$ cat config.mk
export PLATFORM = sky130hd
export DESIGN_NAME = seven_seg_scan_flat
export DESIGN_NICKNAME = d
export VERILOG_FILES = /design/src/rtl/seven_seg_scan_if.sv /design/src/rtl/seven_seg_scan.sv /design/src/flat_wrapper.sv
export SDC_FILE = /design/constraint.sdc
export NUM_CORES = 1
export LEC_CHECK = 0
export BUFFER_PORTS_ARGS = -buffer_cell sky130_fd_sc_hd__buf_4
export CAP_MARGIN = 25
export CORE_MARGIN = 4
export CORE_UTILIZATION = 24
export DETAILED_ROUTE_END_ITERATION = 16
export PLACE_DENSITY_LB_ADDON = 0.05
export SLEW_MARGIN = 20
export SYNTH_ARGS = -nofsm -noshare
export SYNTH_HDL_FRONTEND = slang
export SYNTH_SLANG_ARGS = --single-unit
$ cat constraint.sdc
create_clock -name clk -period 5.6 [get_ports clk]
set_clock_uncertainty 0.05 [all_clocks]
set_input_delay 1.12 -clock clk [delete_from_list [all_inputs] [get_ports clk]]
set_output_delay 1.12 -clock clk [all_outputs]
set_load 0.05 [all_outputs]
$ cat src/rtl/seven_seg_scan_if.sv
`default_nettype none
// ============================================================================
// Module   : seven_seg_scan_if
// Brief    : Bus between a seven_seg_scan block and the logic that feeds it.
// Revision : 1.0 - initial release
// ============================================================================
interface seven_seg_scan_if #(
    parameter int NUM_DIGITS = 4
);
    localparam int c_IDX_W = $clog2(NUM_DIGITS);

    logic [4*NUM_DIGITS-1:0] value;
    logic [NUM_DIGITS-1:0]   dp;
    logic                    load;
    logic [3:0]              digit_out;
    logic                    dp_out;
    logic [NUM_DIGITS-1:0]   anode;
    logic [c_IDX_W-1:0]      digit_idx;
    logic                    frame_start;

    modport master (
        output value, dp, load,
        input  digit_out, dp_out, anode, digit_idx, frame_start
    );

    modport slave (
        input  value, dp, load,
        output digit_out, dp_out, anode, digit_idx, frame_start
    );
endinterface
`default_nettype wire

$ cat src/rtl/seven_seg_scan.sv
`default_nettype none
// ============================================================================
// Module   : seven_seg_scan
// Brief    : Time-multiplexed hex display scanner with tear-free frame update
//            and optional inter-digit blanking gap. Optional leading-zero
//            blanking is enabled by defining SEVEN_SEG_SCAN_LZB_EN.
// Revision : 1.0 - initial release
// ============================================================================
module seven_seg_scan #(
    parameter int NUM_DIGITS       = 4,
    parameter int CLK_DIV          = 100000,
    parameter int GAP_CYCLES       = 0,
    parameter bit ANODE_ACTIVE_LOW = 1'b1
) (
    input  wire logic       clk,
    input  wire logic       rst_n,
    seven_seg_scan_if.slave bus
);

    localparam int c_IDX_W   = $clog2(NUM_DIGITS);
    localparam int c_CNT_MAX = (CLK_DIV > GAP_CYCLES) ? CLK_DIV : GAP_CYCLES;
    localparam int c_CNT_W   = $clog2(c_CNT_MAX + 1);

    localparam logic [c_CNT_W-1:0]    c_SHOW_LAST = c_CNT_W'(CLK_DIV - 1);
    localparam logic [c_CNT_W-1:0]    c_GAP_LAST  =
        (GAP_CYCLES > 0) ? c_CNT_W'(GAP_CYCLES - 1) : '0;
    localparam logic [c_IDX_W-1:0]    c_LAST_IDX  = c_IDX_W'(NUM_DIGITS - 1);
    localparam logic [NUM_DIGITS-1:0] c_ONE       = NUM_DIGITS'(1);
    localparam logic [NUM_DIGITS-1:0] c_ANODE_OFF =
        ANODE_ACTIVE_LOW ? {NUM_DIGITS{1'b1}} : {NUM_DIGITS{1'b0}};

    typedef enum logic [0:0] {
        SHOW = 1'b0,
        GAP  = 1'b1
    } state_t;

    state_t                  r_state;
    logic                    r_run;
    logic [c_IDX_W-1:0]      r_idx;
    logic [c_CNT_W-1:0]      r_cnt;
    logic [4*NUM_DIGITS-1:0] r_pend_val;
    logic [NUM_DIGITS-1:0]   r_pend_dp;
    logic [4*NUM_DIGITS-1:0] r_disp_val;
    logic [NUM_DIGITS-1:0]   r_disp_dp;
    logic [3:0]              r_digit;
    logic                    r_dp;
    logic [NUM_DIGITS-1:0]   r_anode;
    logic                    r_frame;

    state_t                  w_nxt_state;
    logic [c_IDX_W-1:0]      w_nxt_idx;
    logic [c_CNT_W-1:0]      w_nxt_cnt;
    logic                    w_adv;
    logic                    w_wrap;
    logic [4*NUM_DIGITS-1:0] w_disp_val;
    logic [NUM_DIGITS-1:0]   w_disp_dp;
    logic [NUM_DIGITS-1:0]   w_onehot;
    logic [NUM_DIGITS-1:0]   w_lit;
    logic [3:0]              w_nib;
    logic                    w_dpb;

    // Next-state values describe the cycle the registered outputs will show.
    always_comb begin
        w_nxt_state = r_state;
        w_nxt_idx   = r_idx;
        w_nxt_cnt   = r_cnt + 1'b1;
        w_adv       = 1'b0;
        if (!r_run) begin
            w_nxt_state = SHOW;
            w_nxt_cnt   = '0;
            w_adv       = 1'b1;
        end else if (r_state == SHOW) begin
            if (r_cnt == c_SHOW_LAST) begin
                w_nxt_cnt = '0;
                if (GAP_CYCLES > 0) begin
                    w_nxt_state = GAP;
                end else begin
                    w_adv = 1'b1;
                end
            end
        end else begin
            if (r_cnt == c_GAP_LAST) begin
                w_nxt_cnt   = '0;
                w_nxt_state = SHOW;
                w_adv       = 1'b1;
            end
        end

        if (!r_run) begin
            w_nxt_idx = '0;
        end else if (w_adv) begin
            w_nxt_idx = (r_idx == c_LAST_IDX) ? '0 : r_idx + 1'b1;
        end
    end

    // Display contents only change when the scan wraps back to digit 0.
    assign w_wrap     = w_adv && (w_nxt_idx == '0);
    assign w_disp_val = w_wrap ? r_pend_val : r_disp_val;
    assign w_disp_dp  = w_wrap ? r_pend_dp  : r_disp_dp;
    assign w_nib      = w_disp_val[{w_nxt_idx, 2'b00} +: 4];
    assign w_dpb      = w_disp_dp[w_nxt_idx];
    assign w_onehot   = c_ONE << w_nxt_idx;

`ifdef SEVEN_SEG_SCAN_LZB_EN
    logic [NUM_DIGITS:0]   w_hi_zero;
    logic [NUM_DIGITS-1:0] w_blank;

    // w_hi_zero[i]: nibbles i and above are all zero.
    assign w_hi_zero[NUM_DIGITS] = 1'b1;
    for (genvar gi = 0; gi < NUM_DIGITS; gi++) begin : g_lzb
        assign w_hi_zero[gi] = w_hi_zero[gi+1] && (w_disp_val[4*gi +: 4] == 4'h0);
        if (gi == 0) begin : g_lsd
            assign w_blank[gi] = 1'b0;
        end else begin : g_upper
            assign w_blank[gi] = w_hi_zero[gi] && !w_disp_dp[gi];
        end
    end

    assign w_lit = w_onehot & ~w_blank;
`else
    assign w_lit = w_onehot;
`endif

    always_ff @(posedge clk or negedge rst_n) begin
        if (!rst_n) begin
            r_state    <= SHOW;
            r_run      <= 1'b0;
            r_idx      <= '0;
            r_cnt      <= '0;
            r_pend_val <= '0;
            r_pend_dp  <= '0;
            r_disp_val <= '0;
            r_disp_dp  <= '0;
            r_digit    <= '0;
            r_dp       <= 1'b0;
            r_anode    <= c_ANODE_OFF;
            r_frame    <= 1'b0;
        end else begin
            r_run      <= 1'b1;
            r_state    <= w_nxt_state;
            r_idx      <= w_nxt_idx;
            r_cnt      <= w_nxt_cnt;
            r_disp_val <= w_disp_val;
            r_disp_dp  <= w_disp_dp;
            r_frame    <= w_wrap;
            if (bus.load) begin
                r_pend_val <= bus.value;
                r_pend_dp  <= bus.dp;
            end
            if (w_nxt_state == SHOW) begin
                r_digit <= w_nib;
                r_dp    <= w_dpb;
                r_anode <= ANODE_ACTIVE_LOW ? ~w_lit : w_lit;
            end else begin
                r_dp    <= 1'b0;
                r_anode <= c_ANODE_OFF;
            end
        end
    end

    assign bus.digit_out   = r_digit;
    assign bus.dp_out      = r_dp;
    assign bus.anode       = r_anode;
    assign bus.digit_idx   = r_idx;
    assign bus.frame_start = r_frame;

endmodule
`default_nettype wire

$ cat src/flat_wrapper.sv
// flat-port wrapper written by rule: the top's interface ports become plain ports
module seven_seg_scan_flat 
#(
    parameter int NUM_DIGITS       = 4,
    parameter int CLK_DIV          = 100000,
    parameter int GAP_CYCLES       = 0,
    parameter bit ANODE_ACTIVE_LOW = 1'b1
)
  (clk, rst_n, bus_value, bus_dp, bus_load, bus_digit_out, bus_dp_out, bus_anode, bus_digit_idx, bus_frame_start);
  seven_seg_scan_if #(.NUM_DIGITS(NUM_DIGITS)) bus_i ();
  input  wire logic clk;
  input  wire logic rst_n;
  input wire logic [$bits(bus_i.value)-1:0] bus_value;
  input wire logic [$bits(bus_i.dp)-1:0] bus_dp;
  input wire logic [$bits(bus_i.load)-1:0] bus_load;
  output wire logic [$bits(bus_i.digit_out)-1:0] bus_digit_out;
  output wire logic [$bits(bus_i.dp_out)-1:0] bus_dp_out;
  output wire logic [$bits(bus_i.anode)-1:0] bus_anode;
  output wire logic [$bits(bus_i.digit_idx)-1:0] bus_digit_idx;
  output wire logic [$bits(bus_i.frame_start)-1:0] bus_frame_start;
  assign bus_i.value = bus_value;
  assign bus_i.dp = bus_dp;
  assign bus_i.load = bus_load;
  assign bus_digit_out = bus_i.digit_out;
  assign bus_dp_out = bus_i.dp_out;
  assign bus_anode = bus_i.anode;
  assign bus_digit_idx = bus_i.digit_idx;
  assign bus_frame_start = bus_i.frame_start;
  seven_seg_scan #(.NUM_DIGITS(NUM_DIGITS), .CLK_DIV(CLK_DIV), .GAP_CYCLES(GAP_CYCLES), .ANODE_ACTIVE_LOW(ANODE_ACTIVE_LOW)) u_core (.clk(clk), .rst_n(rst_n), .bus(bus_i));
endmodule
# After elaboration in Yosys (flattened, before gate mapping)
# Cells that the tools add are included.
# totals
ff_bits	71
elab_cells	43
input_bits	23
# op_classes
shift	2
n_reduce_logical	3
eq_ne	2
n_addsub	2
bitwise	1
order_cmp	1
n_mux	20
# ops
op	count
2-to-1 mux 17 bit	4
adder 17 x 1 -> 17 bit (second input constant)	1
== test 17 bit (second input constant)	1
zero test 17 bit	1
2-to-1 mux 16 bit	1
indexed part select 16 x 5 -> 4 bit	1
2-to-1 mux 1 bit	9
2-to-1 mux 4 bit	2
2-to-1 mux 2 bit	3
inverter 4 bit	1
left shift 1 x 2 -> 4 bit (first input constant)	1
< comparator 2 x 3 -> 1 bit (second input constant)	1
adder 2 x 1 -> 2 bit (second input constant)	1
binary-select mux 1 bit (select 2 bit)	1
== test 2 bit (second input constant)	1
zero test 2 bit	1
logical AND 1 bit	1

# Depth between registers and ports, before layout
# Gate-level depths: netlist (run 1).
# depth
word_depth	12
depth_mapped	10
ltp_nobuf	10

# Least setup slack after synthesis (run 1)
# No wires, ideal clock.
# synth_timing
kind	flip-flop to flip-flop
start	reg u_core.r_idx[0] (netlist: u_core.bus.digit_idx[0])
end	reg u_core.r_dp (netlist: u_core.bus.dp_out)
arrival_time_ns	2.261
synth_period_minus_slack_ns	2.430
path_slack_ns	3.170
setup_time_ns	0.119
stages_incl_launch_ff	9
cell_sequence	dfrtp_1 > ha_1 > nor4_1 > nand3_1 > nand3_2 > buf_6 > mux2i_1 > o22ai_1 > o21a_1
# synth_between
elab_chain_cells	10
elab_cells_between_ends	11
classes_between	add/sub: 1; eq/ne: 1; mux: 7; reduce/logical: 2
# synth_lines
item	line	text
from (decl)	seven_seg_scan.sv:39	logic [c_IDX_W-1:0] r_idx;
from (signal assigned)	seven_seg_scan.sv:141	r_idx <= w_nxt_idx;
adder 2 x 1 -> 2 bit / == test 2 bit (equally long branches)	seven_seg_scan.sv:92	w_nxt_idx = (r_idx == c_LAST_IDX) ? '0 : r_idx + 1'b1;
2-to-1 mux 2 bit	seven_seg_scan.sv:92	
2-to-1 mux 2 bit (*)	seven_seg_scan.sv:91	end else if (w_adv) begin
2-to-1 mux 2 bit (*)	seven_seg_scan.sv:89	if (!r_run) begin
zero test 2 bit (*)	seven_seg_scan.sv:97	assign w_wrap = w_adv && (w_nxt_idx == '0);
logical AND 1 bit (*)	seven_seg_scan.sv:97	
via u_core.w_wrap	seven_seg_scan.sv:54	logic w_wrap;
2-to-1 mux 4 bit (*)	seven_seg_scan.sv:99	assign w_disp_dp = w_wrap ? r_pend_dp : r_disp_dp;
binary-select mux 1 bit (select 2 bit) (*)	seven_seg_scan.sv:101	assign w_dpb = w_disp_dp[w_nxt_idx];
2-to-1 mux 1 bit (not written as such) (*)	seven_seg_scan.sv:101	
2-to-1 mux 1 bit (*)	seven_seg_scan.sv:150	if (w_nxt_state == SHOW) begin
to (signal assigned)	seven_seg_scan.sv:152	r_dp <= w_dpb;
to (decl)	seven_seg_scan.sv:46	logic r_dp;
# The timed path passes the listed nets; every way through them passes the cells marked *. The select of a mux whose other input is x is not followed.
# A chain may end at the register's enable or synchronous reset.

# Worst setup path in the final report (run 1)
# layout_timing
start	reg u_core.r_cnt[0]
end	reg u_core.r_dp (netlist: u_core.bus.dp_out)
# layout_between
elab_cells_between_ends	17
classes_between	eq/ne: 1; mux: 13; reduce/logical: 3
# layout_rtl
item	line	text
from (decl)	seven_seg_scan.sv:40	logic [c_CNT_W-1:0] r_cnt;
from (signal assigned)	seven_seg_scan.sv:142	r_cnt <= w_nxt_cnt;
zero test 17 bit	seven_seg_scan.sv:82	if (r_cnt == c_GAP_LAST) begin
2-to-1 mux 1 bit	seven_seg_scan.sv:82	
2-to-1 mux 1 bit	seven_seg_scan.sv:72	end else if (r_state == SHOW) begin
2-to-1 mux 1 bit	seven_seg_scan.sv:68	if (!r_run) begin
via u_core.w_nxt_state	seven_seg_scan.sv:50	state_t w_nxt_state;
2-to-1 mux 1 bit	seven_seg_scan.sv:150	
# The timed path passes the listed nets, and every way through them passes these cells. The select of a mux whose other input is x is not followed.

==> flow_metrics.tcl, run 1 <==
set metrics [dict create \
    area.growth.synth_to_final_pct 22.80 \
    whs_ns 0.4286 \
    dr.max_layer_used "met4" \
    cp-start-kind "flop" \
    path_clk_slew_ns 0.06 \
    avgSynthCellArea_um2 12.06 \
    grt_pass1_wl_um 11200 \
    vias 1969 \
    final_nets 326 \
    drv_slew 0 \
    cts-resized-gates 0 \
    grt_overflow 0 \
    yosys.area.top_type "dfrtp_1" \
    postRouteAntennaNets 0 \
    routedLengthMet1_um 3460 \
    cts-root-buf "clkbuf_16" \
    htree_levels 3 \
    cts_tree "yes" \
    io_buffers 34 \
    die_area_um2 15070 \
    yosys.cell_types.count 47 \
    rsz0062_at_grt "no" \
    slew-limit-headroom_pct 48.44 \
    cp_max_fo 22 \
    cts_buffer_depth 2 \
    rows 41 \
    ys.flop_type "dfrtp_1" \
    vias_per_cell 4.137 \
    outcome "finished, final reports clean" \
    die_w_um 122.8 \
    fin_crit_sh_pct 55.57 \
    finalSetupTns_ns 0 \
    rrSetupSlack_ns 2.49 \
    powerDensity_nw_per_um2 347.2 \
    synthTopCellsByArea "dfrtp_1, mux2i_1, mux2_2" \
    crit_end "u_core.bus.dp_out" \
    postCtsSetupRepairBufs 0 \
    dp_cells 460 \
    layout.cells.most_common "dfrtp_1" \
    grt_max_degree 72 \
    r2r_end "u_core.bus.dp_out" \
    ioPinCount 35 \
    drtIter0Drc 140 \
    ctsHoldBuffers 0 \
    antenna_found_initial 0 \
    drive_above_1_share_pct 29.28 \
    ys_seq_elements 71 \
    cts_sinks 71 \
    core_um2 12770 \
    drc_errors 0 \
    startpoint "u_core.r_cnt[0]" \
    synthDominantCellAreaShare_pct 53.05 \
    crit_type "flop to flop" \
    yosysWarningCount 0 \
    r2r_cells 10 \
    finalNonFillerCells 476 \
    period_needed_ns 3.112 \
    met2_length_um 2873 \
    start_util_pct 24.74 \
    numCtsBuffers 9 \
    diodes 0 \
    grt_use_total_pct 9.981 \
    worstReg2RegStart "u_core.r_cnt[0]" \
    syn-cell-area_um2 3161 \
    peakVddDrop_v 0.0001454 \
    tightestPinTransition_ns 0.7725 \
    min_path_type "flop to flop" \
    synthArstFlopShare_pct 100.0 \
    critPathCaptureType "flop" \
    grt_pass1_vias 2005 \
    hold_viol_final 0 \
    synth_edf_count 0 \
    dpl.hpwl_um 4583 \
    wl_per_cell_um 14.28 \
    gp_congestion 0.6907 \
    final_cell_mix "dfrtp_1, buf_4, nor2_1" \
    syn-num-nets 288 \
    seq_area_frac_synth_pct 56.37 \
    fp.dieH_um 122.8 \
    setup_viol 0 \
    cap_violations 0 \
    worstSkewPairLatency_ns 0.34 \
    dr_wl_met3_um 366 \
    worstPathArrival_ns 3.29 \
    drt-total-wl_um 6796 \
    first_pass_iters 4 \
    p_leak_nw 1.775 \
    clock.fmax_ghz 0.3213 \
    critical_path_required_ns 5.78 \
    synth_cells 262 \
]
## cell usage after synthesis (2+ instances only)
library cell	n
nand2_1	9
o22ai_1	2
a31oi_1	4
mux2_2	20
nor2b_1	4
nor3_1	2
xnor2_1	3
clkbuf_1	3
dfrtp_1	67
xor2_1	11
buf_6	2
nor4b_1	2
ha_1	3
nand4_1	4
inv_1	22
a21oi_1	2
o22a_2	4
o22a_1	4
or2_1	2
nor2_1	28
mux2i_1	24
nand3_1	9
nor4_1	2
nand2b_1	3
dfstp_2	4
## flip-flops by register name, summed over array words and instances (netlist names)
name / cells
u_core.r_pend_dp: 4
u_core.r_cnt: 17
u_core.r_state: 1
u_core.bus.anode: 4
u_core.r_disp_val: 16
u_core.bus.frame_start: 1
u_core.bus.digit_out: 4
u_core.r_disp_dp: 4
u_core.bus.digit_idx: 2
u_core.bus.dp_out: 1
u_core.r_pend_val: 16
u_core.r_run: 1
## worst max-delay path, cell delays in order (launching register included)
cell	delay, ns
dfrtp_1	0.42
inv_1	0.07
ha_1	0.14
nor4b_1	0.25
and4b_2	0.30
a21o_4	0.22
inv_4	0.06
a21oi_4	0.55
mux2i_1	0.56
o22ai_1	0.16
o21a_1	0.21
## through the flow
| stage | total power, mW | area, µm² | utilization, % | setup slack (ns) |
|---|---|---|---|---|
| global route | 1.419 | 3881 | 30.39 | 2.150 |
| CTS | 1.377 | 3854 | 30.17 | 2.388 |
| global placement | 0.7987 | 3566 | 27.92 | 2.560 |
| detailed placement | 0.7984 | 3566 | 27.92 | 2.395 |
| floorplan | 0.7248 | 3161 | - | 3.170 |
| finish | 1.348 | 3881 | 30.39 | 2.488 |
## cell families (layout without fill, tap and decap cells)
group | after synthesis | after routing | share of synthesized area, %
other cells | 1 | 1 | 0.1187
mux | 45 | 45 | 15.20
flops | 71 | 71 | 56.37
simple gates | 76 | 76 | 12.75
buf+inv | 31 | 73 | 4.869
xor+xnor | 14 | 14 | 3.880
fa+ha+maj | 3 | 3 | 1.188
compound gates | 21 | 21 | 5.621
## power breakdown
group / switching [mW] / leakage (nW) / internal, mW
logic: 0.116 / 0.762 / 0.0777
clock network: 0.221 / 0.145 / 0.341
registers: 0.0268 / 0.867 / 0.566
## metal layers
metal	global-route usage, %	vias to the layer above
li1	-	974
met1	13.89	956
met2	13.60	33
met3	4.562	6
met4	3.359	0
met5	0	-
## worst min-delay path by stage
stage | from | to | slack, ns | cells after the start
after floorplan | u_core.r_disp_val[12] | u_core.r_disp_val[12] | 0.40 | 2
after global placement | u_core.r_disp_val[10] | u_core.r_disp_val[10] | 0.42 | 2
after detailed placement | u_core.r_disp_val[10] | u_core.r_disp_val[10] | 0.42 | 2
after CTS | u_core.r_disp_val[10] | u_core.r_disp_val[10] | 0.43 | 2
after global routing | u_core.r_disp_dp[2] | u_core.r_disp_dp[2] | 0.44 | 2
final | u_core.r_disp_val[8] | u_core.r_disp_val[8] | 0.43 | 2
## final cells by class
type | count | area, µm²
Clock inverter | 6 | 62.56
Inverter | 23 | 88.84
Clock buffer | 9 | 225.2
Timing Repair Buffer | 35 | 282.8
Multi-Input combinational cell | 160 | 1225
Fill cell | 1326 | 8892
Sequential cell | 71 | 1782
Tap cell | 172 | 215.2
(Power assumes the default switching activity.)
==> run 2: changes to the inputs <==
clock period = 2.67 ns   (was 5.6 ns; I/O delays follow)
==> run 2 against run 1 <==
Against the previous run: power increased by 110%; worst setup slack got worse by 2.3 ns; sequential power increased by 110%; via count increased by 2.9%; global-route usage increased by 0.43 points; fmax increased by 25%; clock power increased by 120%; final cell count increased by 2.9%; sequential share of layout area decreased by 1.5 points; die area unchanged; cell area increased by 3.3%.
==> flow_metrics.tcl, run 2 (synthesis results as in run 1) <==
set metrics [dict create \
    outcome "finished, final reports clean" \
    drv_slew 0 \
    cts_tree "yes" \
    vias 2026 \
    cp_max_fo 6 \
    cp-start-kind "flop" \
    min_path_type "primary input to asynchronous set/reset pin" \
    powerDensity_nw_per_um2 716.7 \
    grt_use_total_pct 10.41 \
    switchingPower_uw 743.0 \
    cap_violations 0 \
    startpoint "u_core.r_cnt[12]" \
    numCtsBuffers 9 \
    diodes 0 \
    final_nets 340 \
    path_clk_slew_ns 0.06 \
    vias_per_cell 4.135 \
    first_pass_iters 4 \
    reg.largest.list "u_core.r_cnt (17), u_core.r_disp_val (16), u_core.r_pend_val (16)" \
    intPower_mw 2.130 \
    p_clk_share_pct 42.1 \
    p_leak_nw 1.846 \
    combPwrFrac_pct 14.9 \
    wl_per_cell_um 14.38 \
    r2r_cells 8 \
    final_cell_mix "dfrtp_1, buf_4, nor2_1" \
    cts_sinks 71 \
    fin_crit_sh_pct 92.91 \
    worstPathArrival_ns 2.69 \
    fp.dieH_um 122.8 \
    worstSkewPairLatency_ns 0.34 \
    critical_path_required_ns 2.88 \
    largest_register_ffs 17 \
    critPathCaptureType "flop" \
    crit_type "flop to flop" \
    dpl.hpwl_um 4891 \
    start_util_pct 24.74 \
    core_um2 12770 \
    antenna_found_initial 0 \
    nFillCells 1310 \
    cts-root-buf "clkbuf_16" \
    r2r_end "u_core.bus.digit_out[0]" \
    setup_viol 0 \
    rrSetupSlack_ns 0.19 \
    htree_levels 3 \
    fin_util_pct 31.38 \
    drc_errors 0 \
    rsz0062_at_grt "no" \
    grt_pass1_vias 2065 \
    cts_buffer_depth 2 \
    crit_end "u_core.bus.digit_out[0]" \
    postRouteAntennaNets 0 \
    clock.fmax_ghz 0.4031 \
    power_frac_seq_pct 43.0 \
    grt_pass1_wl_um 11560 \
    ioPinCount 35 \
    drt-total-wl_um 7046 \
    grt_overflow 0 \
    die_area_um2 15070 \
    layout.cells.most_common "dfrtp_1" \
    io_buffers 34 \
    die_w_um 122.8 \
    drtIter0Drc 128 \
    period_needed_ns 2.481 \
    drive_above_1_share_pct 32.39 \
    area.growth.synth_to_final_pct 26.84 \
    peakVddDrop_v 0.0002646 \
    p_sw_share_pct 25.86 \
    largest_register "u_core.r_cnt" \
    grt_max_degree 42 \
    finalSetupTns_ns 0 \
    gp_congestion 0.7298 \
    hold_viol_final 0 \
    worstReg2RegStart "u_core.r_cnt[12]" \
    rows 41 \
]
[run 2: changes by cell type in the layout (fill, tap and decap cells not counted)]
cell and delta:
nor4b_2 +1, clkbuf_8 +2, clkinvlp_4 +1, clkinv_2 -2, nor4b_1 -1, buf_16 -1
clkinv_4 -2, buf_12 +2, buf_4 +13, clkbuf_1 +1
[run 2: worst min path at each step]
stage,from,endpoint,slack (ns),cells after the start
after CTS,rst_n,u_core.r_cnt[9],0.09,1
after global placement,u_core.r_disp_val[14],u_core.r_disp_val[14],0.41,2
after floorplan,rst_n,u_core.bus.digit_idx[0],0.19,0
after detailed placement,u_core.r_disp_dp[1],u_core.r_disp_dp[1],0.42,2
after global routing,rst_n,u_core.r_cnt[4],0.11,1
final,rst_n,u_core.r_cnt[4],0.08,1
[run 2: worst max-delay path, cell delays in order, from the launching register on]
cell,delay (ns)
dfrtp_1,0.42
or4_4,0.55
nor2_4,0.13
a21o_4,0.15
inv_4,0.04
or4_1,0.50
o311a_2,0.20
o22a_1,0.21
a31oi_1,0.16
[run 2: repair_timing]
action	4_1_cts	5_1_grt
endpoints found under the hold margin	0	0
setup buffers	0	0
hold buffers	0	0
setup endpoints to repair	0	2
resized for setup	0	1
[run 2: layout make-up]
| class | instances | area, µm² | share of cell area [%] |
|---|---|---|---|
| clock buffer | 12 | 256.5 | 6.398 |
| sequential | 71 | 1782 | 44.44 |
| tap | 172 | 215.2 | 5.368 |
| inverter | 23 | 88.84 | 2.216 |
| clock inverter | 3 | 42.54 | 1.061 |
| multi-input combinational | 160 | 1231 | 30.71 |
| timing repair buffer | 49 | 392.9 | 9.800 |
[run 2: metal layers]
layer	GRT usage [%]	vias to the layer above	routed length, µm
met1	14.67	984	3651
met3	4.608	7	346
met2	13.60	43	2920
li1	-	992	-
met5	0	-	0
met4	4.479	0	128
[run 2: metrics by stage]
| stage | cell area (µm²) | instances | setup WS (ns) | total power [mW] | hold slack (ns) |
|---|---|---|---|---|---|
| after global placement | 3704 | 475 | 0.2132 | 1.693 | 0.4105 |
| after detailed placement | 3704 | 475 | 0.1476 | 1.692 | 0.4201 |
| after floorplan | 3161 | 262 | 0.2398 | 1.520 | 0.1884 |
| after global routing | 4009 | 490 | 0.06043 | 3.030 | 0.1088 |
| final | 4009 | 490 | 0.1893 | 2.873 | 0.08259 |
| after CTS | 4003 | 490 | 0.1324 | 2.935 | 0.08821 |
[run 2: power groups by stage]
stage | registers, mW | logic (mW) | clock network (mW)
finish | 1.24 | 0.428 | 1.21
global route | 1.25 | 0.475 | 1.31
CTS | 1.24 | 0.437 | 1.26
detailed placement | 1.26 | 0.436 | 0
global placement | 1.26 | 0.435 | 0
floorplan | 1.34 | 0.183 | 0
